==> src/rtl/pipe_front_regs_if.sv <==
// Hazard-control and pipeline-register bundle between the fetch/decode front end and its surroundings.
// The master drives controls and ID-stage inputs; the slave (pipe_front_regs) owns the register outputs.
interface pipe_front_regs_if;
   logic        pc_ctrl;
   logic        if_id_ctrl;
   logic        id_ex_ctrl;
   logic        branch_taken;
   logic [31:0] branch_target;
   logic [31:0] instr_if;
   logic [7:0]  ctrl_id;
   logic [4:0]  rw_id;

   logic [31:0] pc;
   logic [31:0] instr_id;
   logic [31:0] pc4_id;
   logic        valid_id;
   logic [7:0]  ctrl_ex;
   logic [4:0]  rt_ex;
   logic [4:0]  rw_ex;
   logic [31:0] pc4_ex;
   logic        valid_ex;
   logic [15:0] stall_cnt;
   logic        stall_timeout;

   modport master (
      output pc_ctrl, if_id_ctrl, id_ex_ctrl, branch_taken, branch_target,
             instr_if, ctrl_id, rw_id,
      input  pc, instr_id, pc4_id, valid_id, ctrl_ex, rt_ex, rw_ex, pc4_ex,
             valid_ex, stall_cnt, stall_timeout
   );

   modport slave (
      input  pc_ctrl, if_id_ctrl, id_ex_ctrl, branch_taken, branch_target,
             instr_if, ctrl_id, rw_id,
      output pc, instr_id, pc4_id, valid_id, ctrl_ex, rt_ex, rw_ex, pc4_ex,
             valid_ex, stall_cnt, stall_timeout
   );
endinterface

==> src/rtl/pipe_front_regs.sv <==
// PC, IF/ID and ID/EX registers with hazard-unit hold/bubble/flush control
// and stall statistics (total stall cycles plus a sticky long-stall flag).
module pipe_front_regs #(
   parameter logic [31:0] RESET_PC    = 32'h0000_0000,
   parameter int unsigned STALL_LIMIT = 8
) (
   input logic             clk,
   input logic             rst,
   pipe_front_regs_if.slave bus
);
   localparam int unsigned       CW    = $clog2(STALL_LIMIT + 1);
   localparam logic [CW-1:0]     LIMIT = CW'(STALL_LIMIT);

   logic [31:0]   pc_plus4;
   logic [CW-1:0] run_cnt;
   logic          flush;

   assign pc_plus4 = bus.pc + 32'd4;
   // A branch seen while the PC is held has unresolved operands and is dropped.
   assign flush    = bus.branch_taken && !bus.pc_ctrl;

   always_ff @(posedge clk) begin
      if (rst) begin
         bus.pc <= RESET_PC;
      end else if (!bus.pc_ctrl) begin
         bus.pc <= bus.branch_taken ? bus.branch_target : pc_plus4;
      end
   end

   always_ff @(posedge clk) begin
      if (rst) begin
         bus.instr_id <= '0;
         bus.pc4_id   <= '0;
         bus.valid_id <= 1'b0;
      end else if (!bus.if_id_ctrl) begin
         if (flush) begin
            bus.instr_id <= '0;
            bus.valid_id <= 1'b0;
         end else begin
            bus.instr_id <= bus.instr_if;
            bus.pc4_id   <= pc_plus4;
            bus.valid_id <= 1'b1;
         end
      end
   end

   always_ff @(posedge clk) begin
      if (rst) begin
         bus.ctrl_ex  <= '0;
         bus.rt_ex    <= '0;
         bus.rw_ex    <= '0;
         bus.pc4_ex   <= '0;
         bus.valid_ex <= 1'b0;
      end else if (bus.id_ex_ctrl) begin
         bus.ctrl_ex  <= '0;
         bus.rt_ex    <= '0;
         bus.rw_ex    <= '0;
         bus.valid_ex <= 1'b0;
      end else begin
         // An empty IF/ID slot must not leak RegWr/MemWr or a destination downstream.
         bus.ctrl_ex  <= bus.valid_id ? bus.ctrl_id : '0;
         bus.rw_ex    <= bus.valid_id ? bus.rw_id : '0;
         bus.rt_ex    <= bus.instr_id[20:16];
         bus.pc4_ex   <= bus.pc4_id;
         bus.valid_ex <= bus.valid_id;
      end
   end

   always_ff @(posedge clk) begin
      if (rst) begin
         bus.stall_cnt     <= '0;
         bus.stall_timeout <= 1'b0;
         run_cnt           <= '0;
      end else if (bus.pc_ctrl) begin
         if (bus.stall_cnt != '1) begin
            bus.stall_cnt <= bus.stall_cnt + 16'd1;
         end
         if (run_cnt != LIMIT) begin
            run_cnt <= run_cnt + 1'b1;
         end
         if (run_cnt >= LIMIT - 1'b1) begin
            bus.stall_timeout <= 1'b1;
         end
      end else begin
         run_cnt <= '0;
      end
   end
endmodule

==> src/flat_wrapper.sv <==
// flat-port wrapper written by rule: the top's interface ports become plain ports
module pipe_front_regs_flat 
#(
   parameter logic [31:0] RESET_PC    = 32'h0000_0000,
   parameter int unsigned STALL_LIMIT = 8
)
  (clk, rst, bus_pc_ctrl, bus_if_id_ctrl, bus_id_ex_ctrl, bus_branch_taken, bus_branch_target, bus_instr_if, bus_ctrl_id, bus_rw_id, bus_pc, bus_instr_id, bus_pc4_id, bus_valid_id, bus_ctrl_ex, bus_rt_ex, bus_rw_ex, bus_pc4_ex, bus_valid_ex, bus_stall_cnt, bus_stall_timeout);
  pipe_front_regs_if bus_i ();
  input logic clk;
  input logic rst;
  input wire logic [$bits(bus_i.pc_ctrl)-1:0] bus_pc_ctrl;
  input wire logic [$bits(bus_i.if_id_ctrl)-1:0] bus_if_id_ctrl;
  input wire logic [$bits(bus_i.id_ex_ctrl)-1:0] bus_id_ex_ctrl;
  input wire logic [$bits(bus_i.branch_taken)-1:0] bus_branch_taken;
  input wire logic [$bits(bus_i.branch_target)-1:0] bus_branch_target;
  input wire logic [$bits(bus_i.instr_if)-1:0] bus_instr_if;
  input wire logic [$bits(bus_i.ctrl_id)-1:0] bus_ctrl_id;
  input wire logic [$bits(bus_i.rw_id)-1:0] bus_rw_id;
  output wire logic [$bits(bus_i.pc)-1:0] bus_pc;
  output wire logic [$bits(bus_i.instr_id)-1:0] bus_instr_id;
  output wire logic [$bits(bus_i.pc4_id)-1:0] bus_pc4_id;
  output wire logic [$bits(bus_i.valid_id)-1:0] bus_valid_id;
  output wire logic [$bits(bus_i.ctrl_ex)-1:0] bus_ctrl_ex;
  output wire logic [$bits(bus_i.rt_ex)-1:0] bus_rt_ex;
  output wire logic [$bits(bus_i.rw_ex)-1:0] bus_rw_ex;
  output wire logic [$bits(bus_i.pc4_ex)-1:0] bus_pc4_ex;
  output wire logic [$bits(bus_i.valid_ex)-1:0] bus_valid_ex;
  output wire logic [$bits(bus_i.stall_cnt)-1:0] bus_stall_cnt;
  output wire logic [$bits(bus_i.stall_timeout)-1:0] bus_stall_timeout;
  assign bus_i.pc_ctrl = bus_pc_ctrl;
  assign bus_i.if_id_ctrl = bus_if_id_ctrl;
  assign bus_i.id_ex_ctrl = bus_id_ex_ctrl;
  assign bus_i.branch_taken = bus_branch_taken;
  assign bus_i.branch_target = bus_branch_target;
  assign bus_i.instr_if = bus_instr_if;
  assign bus_i.ctrl_id = bus_ctrl_id;
  assign bus_i.rw_id = bus_rw_id;
  assign bus_pc = bus_i.pc;
  assign bus_instr_id = bus_i.instr_id;
  assign bus_pc4_id = bus_i.pc4_id;
  assign bus_valid_id = bus_i.valid_id;
  assign bus_ctrl_ex = bus_i.ctrl_ex;
  assign bus_rt_ex = bus_i.rt_ex;
  assign bus_rw_ex = bus_i.rw_ex;
  assign bus_pc4_ex = bus_i.pc4_ex;
  assign bus_valid_ex = bus_i.valid_ex;
  assign bus_stall_cnt = bus_i.stall_cnt;
  assign bus_stall_timeout = bus_i.stall_timeout;
  pipe_front_regs #(.RESET_PC(RESET_PC), .STALL_LIMIT(STALL_LIMIT)) u_core (.clk(clk), .rst(rst), .bus(bus_i));
endmodule
==> config.mk <==
export PLATFORM = sky130hd
export DESIGN_NAME = pipe_front_regs_flat
export DESIGN_NICKNAME = d
export VERILOG_FILES = /design/src/rtl/pipe_front_regs_if.sv /design/src/rtl/pipe_front_regs.sv /design/src/flat_wrapper.sv
export SDC_FILE = /design/constraint.sdc
export NUM_CORES = 1
export LEC_CHECK = 0
export ABC_AREA = 1
export BUFFER_PORTS_ARGS = -buffer_cell sky130_fd_sc_hd__buf_2
export CAP_MARGIN = 20
export CORE_ASPECT_RATIO = 1.5
export CORE_MARGIN = 1.5
export CORE_UTILIZATION = 36
export CTS_CLUSTER_DIAMETER = 80
export CTS_CLUSTER_SIZE = 12
export DETAILED_ROUTE_END_ITERATION = 10
export HOLD_SLACK_MARGIN = 0.12
export PLACE_DENSITY_LB_ADDON = 0.05
export REMOVE_ABC_BUFFERS = 1
export SLEW_MARGIN = 20
export SYNTH_ARGS = -nofsm -noshare
export SYNTH_HDL_FRONTEND = slang
export SYNTH_SLANG_ARGS = --single-unit
==> constraint.sdc <==
create_clock -name clk -period 1.8 [get_ports clk]
set_input_delay 0.09 -clock clk [delete_from_list [all_inputs] [get_ports clk]]
set_output_delay 0.09 -clock clk [all_outputs]
set_load 0.03 [all_outputs]
Word level (Yosys, flattened, before mapping)
Index checks and enable logic that the tools add are counted.
Storage, ports and cells
  register bits: 169
  bits of input ports: 83
  word-level logic and storage cells: 33
Cells by class
  add/sub/neg operators: 3
  order comparisons: 1
  equal/unequal tests: 2
  mux-type cells: 3
  bitwise gates (word level): 4
  reductions and logical operators: 8
Operators with widths (count)
  two-way mux 32 bit: 2
  adder 32 x 3 -> 32 bit (second input constant): 1
  adder 16 x 1 -> 16 bit (second input constant): 1
  != test 16 bit (second input constant): 1
  AND reduction 2 bit: 3
  adder 4 x 1 -> 4 bit (second input constant): 1
  >= comparator 4 x 3 -> 1 bit (second input constant): 1
  != test 4 bit (second input constant): 1
  NOT 1 bit: 4
  OR reduction 2 bit: 2
  OR reduction 3 bit: 1
  logical AND 1 bit: 1
  logical NOT 1 bit: 1
  two-way mux 1 bit: 1

Longest topological paths before layout
Gate-level depths: netlist of the first run.
  depth after elaboration: 4
  depth in mapped cells: 10
  depth with buffers taken out: 10

Worst setup path after synthesis of the first run
OpenSTA, ideal clock, no wires.
  path kind: register to register
  start: reg u_core.bus.stall_cnt[0] in the netlist's numbering
  end: reg u_core.bus.stall_cnt[10] in the netlist's numbering
  library setup time: 0.070 ns
  data arrival time: 1.684 ns
  required time: 1.730 ns
  slack: 0.046 ns
  cell stages (with the launch flop): 11
  buffers on the path: 1
  period minus slack after synthesis: 1.754 ns
  cell sequence: dfxtp_1 > ha_1 > inv_2 > nor2_4 > nand2_2 > nor2_4 > nor2_4 > clkinv_2 > buf_6 > nand2_1 > a21oi_1
On the way
  word-level cells in the longest chain between the ends: 2
  elaborated cells on any way between the ends: 3
  those cells by class: add/sub: 1; eq/ne: 1; reduce/logical: 1
Ends and longest elaborated chain
  start: declaration: line pipe_front_regs_if.sv:36  | valid_ex, stall_cnt, stall_timeout
  start signal: assignment: line pipe_front_regs.sv:76  | bus.stall_cnt <= bus.stall_cnt + 16'd1;
  branches (longest 2 deep; another with adder 16 x 1 -> 16 bit)
Parallel ways; which one is timed is not known.
A chain may end at the register's enable or synchronous reset.

Worst setup path after layout of the first run
  start: reg u_core.bus.pc[3]
  end: reg u_core.bus.pc[16]
On the way
  word-level cells in the longest chain between the ends: 2
Ends and longest elaborated chain
  start: declaration: line pipe_front_regs_if.sv:35  | output pc, instr_id, pc4_id, valid_id, ctrl_ex, rt_ex, rw_ex, pc4_ex,
  start signal: assignment: line pipe_front_regs.sv:26  | bus.pc <= bus.branch_taken ? bus.branch_target : pc_plus4;
  adder 32 x 3 -> 32 bit: line pipe_front_regs.sv:18  | assign pc_plus4 = bus.pc + 32'd4;
  two-way mux 32 bit: line pipe_front_regs.sv:26
No other way between the ends.

==> key figures, run 1 <==
STA
  • RSZ-0062 raised after global routing: false
  • Actual slew at the worst max-slew pin: 0.5007 ns
  • Final setup fails: 0
  • Skew final: 0.005892 ns
  • Max transition margin: 66.57%
  • Final cycle utilization of the critical path: 89.26%
  • Worst hold slack: 0.06100 ns
  • Max-slew violation count: 0
  • Final WS setup: 0.1934 ns
  • Period minus WS final: 1.607 ns
  • Hold Vio Cnt, Final: 0
  • Fmax: 0.6224 GHz

Flow run
  • Max-capacitance violation count: 0

GRT
  • GR Overflow Total: 0
  • Initial antenna violation count: 0
  • All-layer global routing usage: 22.81%
  • Vias in the first global route: 7321
  • Largest net degree at the start of global routing: 61
  • First-pass GRT wire length: 37.81 mm

Worst setup path
  • Crit path launch type: register
  • Crit Path Class: register to register
  • Max stage delay on crit path: 0.37 ns
  • CP Buf/Inv Count: 1
  • Crit path max fanout: 4
  • Slowest CP cell: dfxtp_1
  • CP dominant cell by count: nand2_1
  • Crit end category: register
  • CP delay by family, top: simple AND/OR/NAND/NOR gates
  • Required @ worst endpoint: 2.13 ns
  • Reg2reg setup slack: 0.19 ns
  • CP arrival: 1.94 ns
  • Worst-path cell chain: ha_1 > nand2_1 > nor2_2 > nand2_1 > nor2_1 > xnor2_1 > nand2_1 > nand2_1 > inv_1

Clock tree
  • Post-CTS Setup Bufs: 0
  • Clock sink count: 169
  • Total CTS buffers: 17
  • Clock transition at the registers of the reported paths: 0.07 ns
  • Clock root buffer: clkbuf_16
  • # H-tree levels: 4
  • Clk Latency, worst-skew pair: 0.43 ns
  • CTS tree: built
  • CTS Buffer Depth: 2

Finish
  • Nets: 1459
  • Area grow syn2layout: 41.65%
  • FILL cells: 2041
  • Share of cells above drive strength 1: 24.93%
  • Most frequent cells in the layout: nand2_1 (262), buf_2 (247), nor2_1 (205), dfxtp_1 (168), inv_1 (103)
  • # diodes: 0
  • Most common cell after layout, fill and taps aside: nand2_1

Die
  • Placeable Area: 19860 um2
  • Die Span X: 119.5 um
  • I/O pin cnt: 248
  • # rows: 63
  • Starting density of the core: 36.90%
  • DIE HEIGHT: 177.8 um
  • Die area: 21250 um2

Power and ir drop
  • LEAKAGE: 5.034 nW
  • Worst vdd ir: 0.0005135 V
  • Total power: 9.564 mW
  • Power per cell area: 921.0 nW/um2

Synthesis
  • Synth warn: 0
  • Synthesized flop and latch total: 169
  • Synth Area per Inst: 7.015 um2
  • Cell count after synthesis: 1045
  • Netlist cell types: 30
  • Post-Syn Area: 7331 um2
  • Seq/Total Area, Yosys: 46.15%

Drt
  • Final ANT Viol Nets: 0
  • Iteration-0 DRC Markers: 347
  • Routed vias: 7571
  • Drt pass-1 iters: 5
  • Vias per inst: 4.605
  • DRC: 0
  • Routed WL: 24.11 mm
  • Wire length per cell: 14.66 um

Placed design
  • Number of port buffers: 247
  • RePlAce Congestion: 0.8406
  • DP HPWL: 16.90 mm
  • Pre-CTS WS: 0.1486 ns

Run status
  • Run status: finished clean

Hold path
  • Hold Crit Class: input port to register
-- logic make-up after synthesis --
kind of cell	count (synthesis)	synth area share (%)
buffers and inverters	157	8.551
adder cells (fa/ha/maj)	4	0.6827
AO/OA/AOI/OAI	155	12.19
AND/OR/NAND/NOR	543	30.40
XOR/XNOR	17	2.031
flip-flops	169	46.15
-- timing repair --
action / CTS / global route
resized for setup: 0 / 5
hold endpoints to repair: 81 / 0
hold buffers: 81 / 0
setup endpoints to repair: 0 / 10
-- stage by stage --
step / util [%] / std cells / instance area (um2) / setup TNS (ns)
floorplan: - / 996 / 7111 / -28.03
global placement: 45.01 / 1533 / 8940 / 0
detailed placement: 45.01 / 1533 / 8940 / 0
CTS: 52.25 / 1645 / 10380 / 0
global route: 52.27 / 1644 / 10380 / 0
finish: 52.27 / 1644 / 10380 / 0
-- state kept, by name (all words and copies together), names as in the netlist --
register / flops
u_core.bus.ctrl_ex: 8
u_core.bus.instr_id: 32
u_core.bus.pc: 32
u_core.bus.pc4_ex: 32
u_core.bus.pc4_id: 32
u_core.bus.rt_ex: 5
u_core.bus.rw_ex: 5
u_core.bus.stall_cnt: 16
u_core.bus.stall_timeout: 1
u_core.bus.valid_ex: 1
u_core.bus.valid_id: 1
u_core.run_cnt: 4
-- path summary, 6_finish.rpt --
path,depth (start not counted),to,start
worst min-delay path,4,u_core.bus.pc[2]$_SDFFE_PP0N_,bus_branch_taken
worst min register to register,2,u_core.bus.rt_ex[2]$_SDFF_PP0_,u_core.bus.instr_id[18]$_SDFFE_PP0N_
worst max-delay path,9,u_core.bus.pc[16]$_SDFFE_PP0N_,u_core.bus.pc[3]$_SDFFE_PP0N_
worst max register to register,9,u_core.bus.pc[16]$_SDFFE_PP0N_,u_core.bus.pc[3]$_SDFFE_PP0N_
-- worst reg2reg max path: cells and delay by family, from the launching register on --
family / cells / cell delay, ns
xor gates and xnor gates: 1 / 0.18
adders and majority gates: 1 / 0.19
buffers and inverters: 1 / 0.03
DFF: 1 / 0.37
and+or+nand+nor: 6 / 0.76
-- power breakdown --
group | switching [mW] | internal [mW] | total, mW
combinational | 0.975 | 0.558 | 1.53
clock | 1.53 | 2.39 | 3.92
sequential | 0.162 | 3.95 | 4.11
-- synth_stat cells --
cell / n / share of area (%)
and2_1: 3 / 0.26
nand4_1: 5 / 0.43
a22o_1: 1 / 0.12
xnor2_1: 7 / 0.84
a21oi_1: 63 / 4.3
nand3b_1: 11 / 1.1
nor3_1: 1 / 0.068
o221a_2: 13 / 2.0
dfxtp_1: 169 / 46
clkbuf_1: 29 / 1.5
nor2_2: 6 / 0.51
clkinv_2: 1 / 0.068
a31oi_1: 3 / 0.26
xor2_1: 10 / 1.2
buf_1: 2 / 0.10
ha_1: 4 / 0.68
o221ai_1: 3 / 0.36
buf_2: 14 / 0.96
o21ai_0: 65 / 4.4
nor2_4: 7 / 1.1
nand2_1: 262 / 13
inv_1: 104 / 5.3
a211oi_1: 6 / 0.61
o21bai_1: 1 / 0.10
inv_2: 3 / 0.15
buf_6: 1 / 0.15
nand3_1: 38 / 2.6
nand2_2: 5 / 0.43
buf_4: 3 / 0.31
nor2_1: 205 / 10
-- layout make-up --
type                            instances  area (um2)  area share, %
Multi-Input combinational cell        719        3339          32.16
Tap cell                              260       325.3          3.133
Timing Repair Buffer                  357        2300          22.15
Clock buffer                           20       456.7          4.398
Inverter                              108       406.6          3.916
Clock inverter                         11       171.4          1.651
Sequential cell                       169        3385          32.59
-- per-layer routing --
metal  up-vias  global-route usage (%)  wire, um
li1       3934                       -         -
met1      3400                   25.02      9650
met2       205                   42.86     12710
met3        32                   4.852      1295
met4         0                   8.234       450
met5         -                       0         0
(Power assumes the default switching activity.)
==> run 2: changes to the inputs <==
--- a/config.mk
+++ b/config.mk
@@ -11,6 +11,7 @@
 export CORE_ASPECT_RATIO = 1.5
 export CORE_MARGIN = 1.5
 export CORE_UTILIZATION = 36
+export CTS_BUF_LIST = sky130_fd_sc_hd__clkbuf_4 sky130_fd_sc_hd__clkbuf_8
 export CTS_CLUSTER_DIAMETER = 80
 export CTS_CLUSTER_SIZE = 12
 export DETAILED_ROUTE_END_ITERATION = 10
==> key figures, run 2 (synthesis results as in run 1) <==
Power and ir drop
  • Power per cell area: 848.9 nW/um2 (-7.8%)
  • Switching power total: 2.570 mW (-3.8%)
  • Logic pwr share: 17.8% (+1.8 points)
  • Sw frac: 29.66% (+1.7 points)
  • Clock group share of total power: 34.9% (-6.1 points)
  • Int Pwr: 6.096 mW (-12%)
  • Reg power frac: 47.3% (+4.4 points)
  • LEAKAGE: 4.963 nW (-1.4%)
  • Worst vdd ir: 0.0004563 V (-11%)

Drt
  • DR WL met3: 1.173 mm (-9.4%)
  • Final ANT Viol Nets: 0 (unchanged)
  • Wl on met1: 9.783 mm (+1.4%)
  • DRC: 0 (unchanged)
  • Top layer in use: met4
  • Vias per inst: 4.615 (+0.22%)
  • Met2 WL post-DR: 12.66 mm (-0.42%)
  • Drt pass-1 iters: 5 (unchanged)
  • Routed WL: 24.09 mm (about the same)
  • Wire length per cell: 14.64 um (-0.14%)
  • Iteration-0 DRC Markers: 359 (+3.5%)
  • Routed vias: 7592 (+0.28%)

Finish
  • Share of cells above drive strength 1: 24.98% (+0.054 points)
  • Area grow syn2layout: 39.26%
  • Final std cells w/o fill: 1645 (+0.061%)
  • Nets: 1460 (+0.069%)
  • # diodes: 0 (unchanged)
  • Fin util: 51.39% (-0.88 points)
  • Most common cell after layout, fill and taps aside: nand2_1
  • FILL cells: 2071 (+1.5%)
  • Most frequent cells in the layout: nand2_1 (262), buf_2 (247), nor2_1 (205), dfxtp_1 (168), inv_1 (103)

STA
  • Fmax: 0.6203 GHz (-0.34%)
  • Final setup fails: 0 (unchanged)
  • Max transition margin: 67.18% (+0.61 points)
  • Max-slew violation count: 0 (unchanged)
  • Skew final: 0.009634 ns (+0.003742 ns)
  • Period minus WS final: 1.612 ns (+0.005526 ns)
  • Actual slew at the worst max-slew pin: 0.4916 ns (-0.009114 ns)
  • Setup_tns: 0 ns (unchanged)
  • Final cycle utilization of the critical path: 89.56% (+0.31 points)
  • Final WS setup: 0.1878 ns (-0.005526 ns)
  • Hold Vio Cnt, Final: 0 (unchanged)
  • Worst hold slack: 0.1385 ns (+0.07751 ns)
  • RSZ-0062 raised after global routing: false

GRT
  • GR Overflow Total: 0 (unchanged)
  • Largest net degree at the start of global routing: 61 (unchanged)
  • Vias in the first global route: 7301 (-0.27%)
  • First-pass GRT wire length: 37.67 mm (-0.37%)
  • Initial antenna violation count: 0 (unchanged)
  • All-layer global routing usage: 22.68% (-0.13 points)

Clock tree
  • Clock sink count: 169 (unchanged)
  • Clk Latency, worst-skew pair: 0.47 ns (+0.04 ns)
  • # H-tree levels: 4 (unchanged)
  • Total CTS buffers: 17 (unchanged)
  • CTS tree: built
  • CTS Buffer Depth: 2 (unchanged)
  • Post-CTS Setup Bufs: 0 (unchanged)
  • Clock root buffer: clkbuf_8
  • Clock transition at the registers of the reported paths: 0.09 ns (+0.02 ns)

Worst setup path
  • Crit path max fanout: 4 (unchanged)
  • CP arrival: 1.98 ns (+0.04 ns)
  • Crit end category: register
  • Crit path launch type: register
  • Required @ worst endpoint: 2.17 ns (+0.04 ns)
  • Crit Path Class: register to register

Die
  • I/O pin cnt: 248 (unchanged)
  • Placeable Area: 19860 um2 (unchanged)
  • Die area: 21250 um2 (unchanged)
  • Starting density of the core: 36.90% (unchanged)
  • DIE HEIGHT: 177.8 um (unchanged)
  • # rows: 63 (unchanged)
  • Die Span X: 119.5 um (unchanged)

Placed design
  • Post-Place Cells: 1533 (unchanged)
  • Number of port buffers: 247 (unchanged)
  • Pre-CTS WS: 0.1486 ns (unchanged)
  • RePlAce Congestion: 0.8406 (unchanged)
  • DP HPWL: 16.90 mm (unchanged)

Run status
  • Run status: finished clean

Flow run
  • Max-capacitance violation count: 0 (unchanged)

Hold path
  • Hold Crit Class: input port to register
run 2: cell types whose count changed in the layout (fill, tap and decap cells not counted):
cell            before  now
clkbuf_16           17    0
dlymetal6s4s_1       0    1
clkbuf_4             0    1
clkbuf_8             2   19
clkbuf_1             1    0
run 2: area by class of cell:
cell class	instances	area, um2	share of cell area, %
clock buffer	20	269.0	2.635
multi-input combinational	719	3339	32.71
tap	260	325.3	3.187
sequential	169	3385	33.15
clock inverter	11	171.4	1.679
timing repair buffer	358	2312	22.65
inverter	108	406.6	3.983
run 2: metrics by stage:
step	area [um2]	power [mW]
after global routing	10210	9.057
after floorplan	7111	5.006
after detailed placement	8940	5.595
after global placement	8940	5.591
after CTS	10190	8.756
final	10210	8.666
run 2: worst paths after layout:
kind,start,to,slack (ns),cells after the start
worst max register to register,u_core.bus.pc[3]$_SDFFE_PP0N_,u_core.bus.pc[16]$_SDFFE_PP0N_,0.19,9
worst min register to register,u_core.bus.instr_id[18]$_SDFFE_PP0N_,u_core.bus.rt_ex[2]$_SDFF_PP0_,0.46,2
worst max-delay path,u_core.bus.pc[3]$_SDFFE_PP0N_,u_core.bus.pc[16]$_SDFFE_PP0N_,0.19,9
worst min-delay path,rst,u_core.bus.instr_id[5]$_SDFFE_PP0N_,0.14,3
run 2: what timing repair did:
action	in CTS	in global routing
endpoints found under the hold margin	85	0
hold buffers	81	0
setup endpoints to repair	0	11
gates resized for setup	0	6
run 2: power by group through the flow:
stage                     Combinational (mW)  Sequential (mW)  Clock, mW
after floorplan                        0.449             4.56          0
after global placement                  1.40             4.19          0
after detailed placement                1.40             4.19          0
after CTS                               1.55             4.10       3.10
after global routing                    1.68             4.13       3.24
final                                   1.54             4.10       3.02
run 2: routing by layer:
metal  vias up  track usage, %
met3        34           5.045
met4         0           7.192
met5         -               0
met1      3429           24.89
li1       3932               -
met2       197           42.91
run 2: worst max-delay path: stages (launching register included):
cell	delay, ns
dfxtp_1	0.38
ha_1	0.19
nand2_1	0.07
nor2_2	0.16
nand2_1	0.14
nor2_1	0.24
xnor2_1	0.17
nand2_1	0.08
nand2_1	0.06
inv_1	0.03
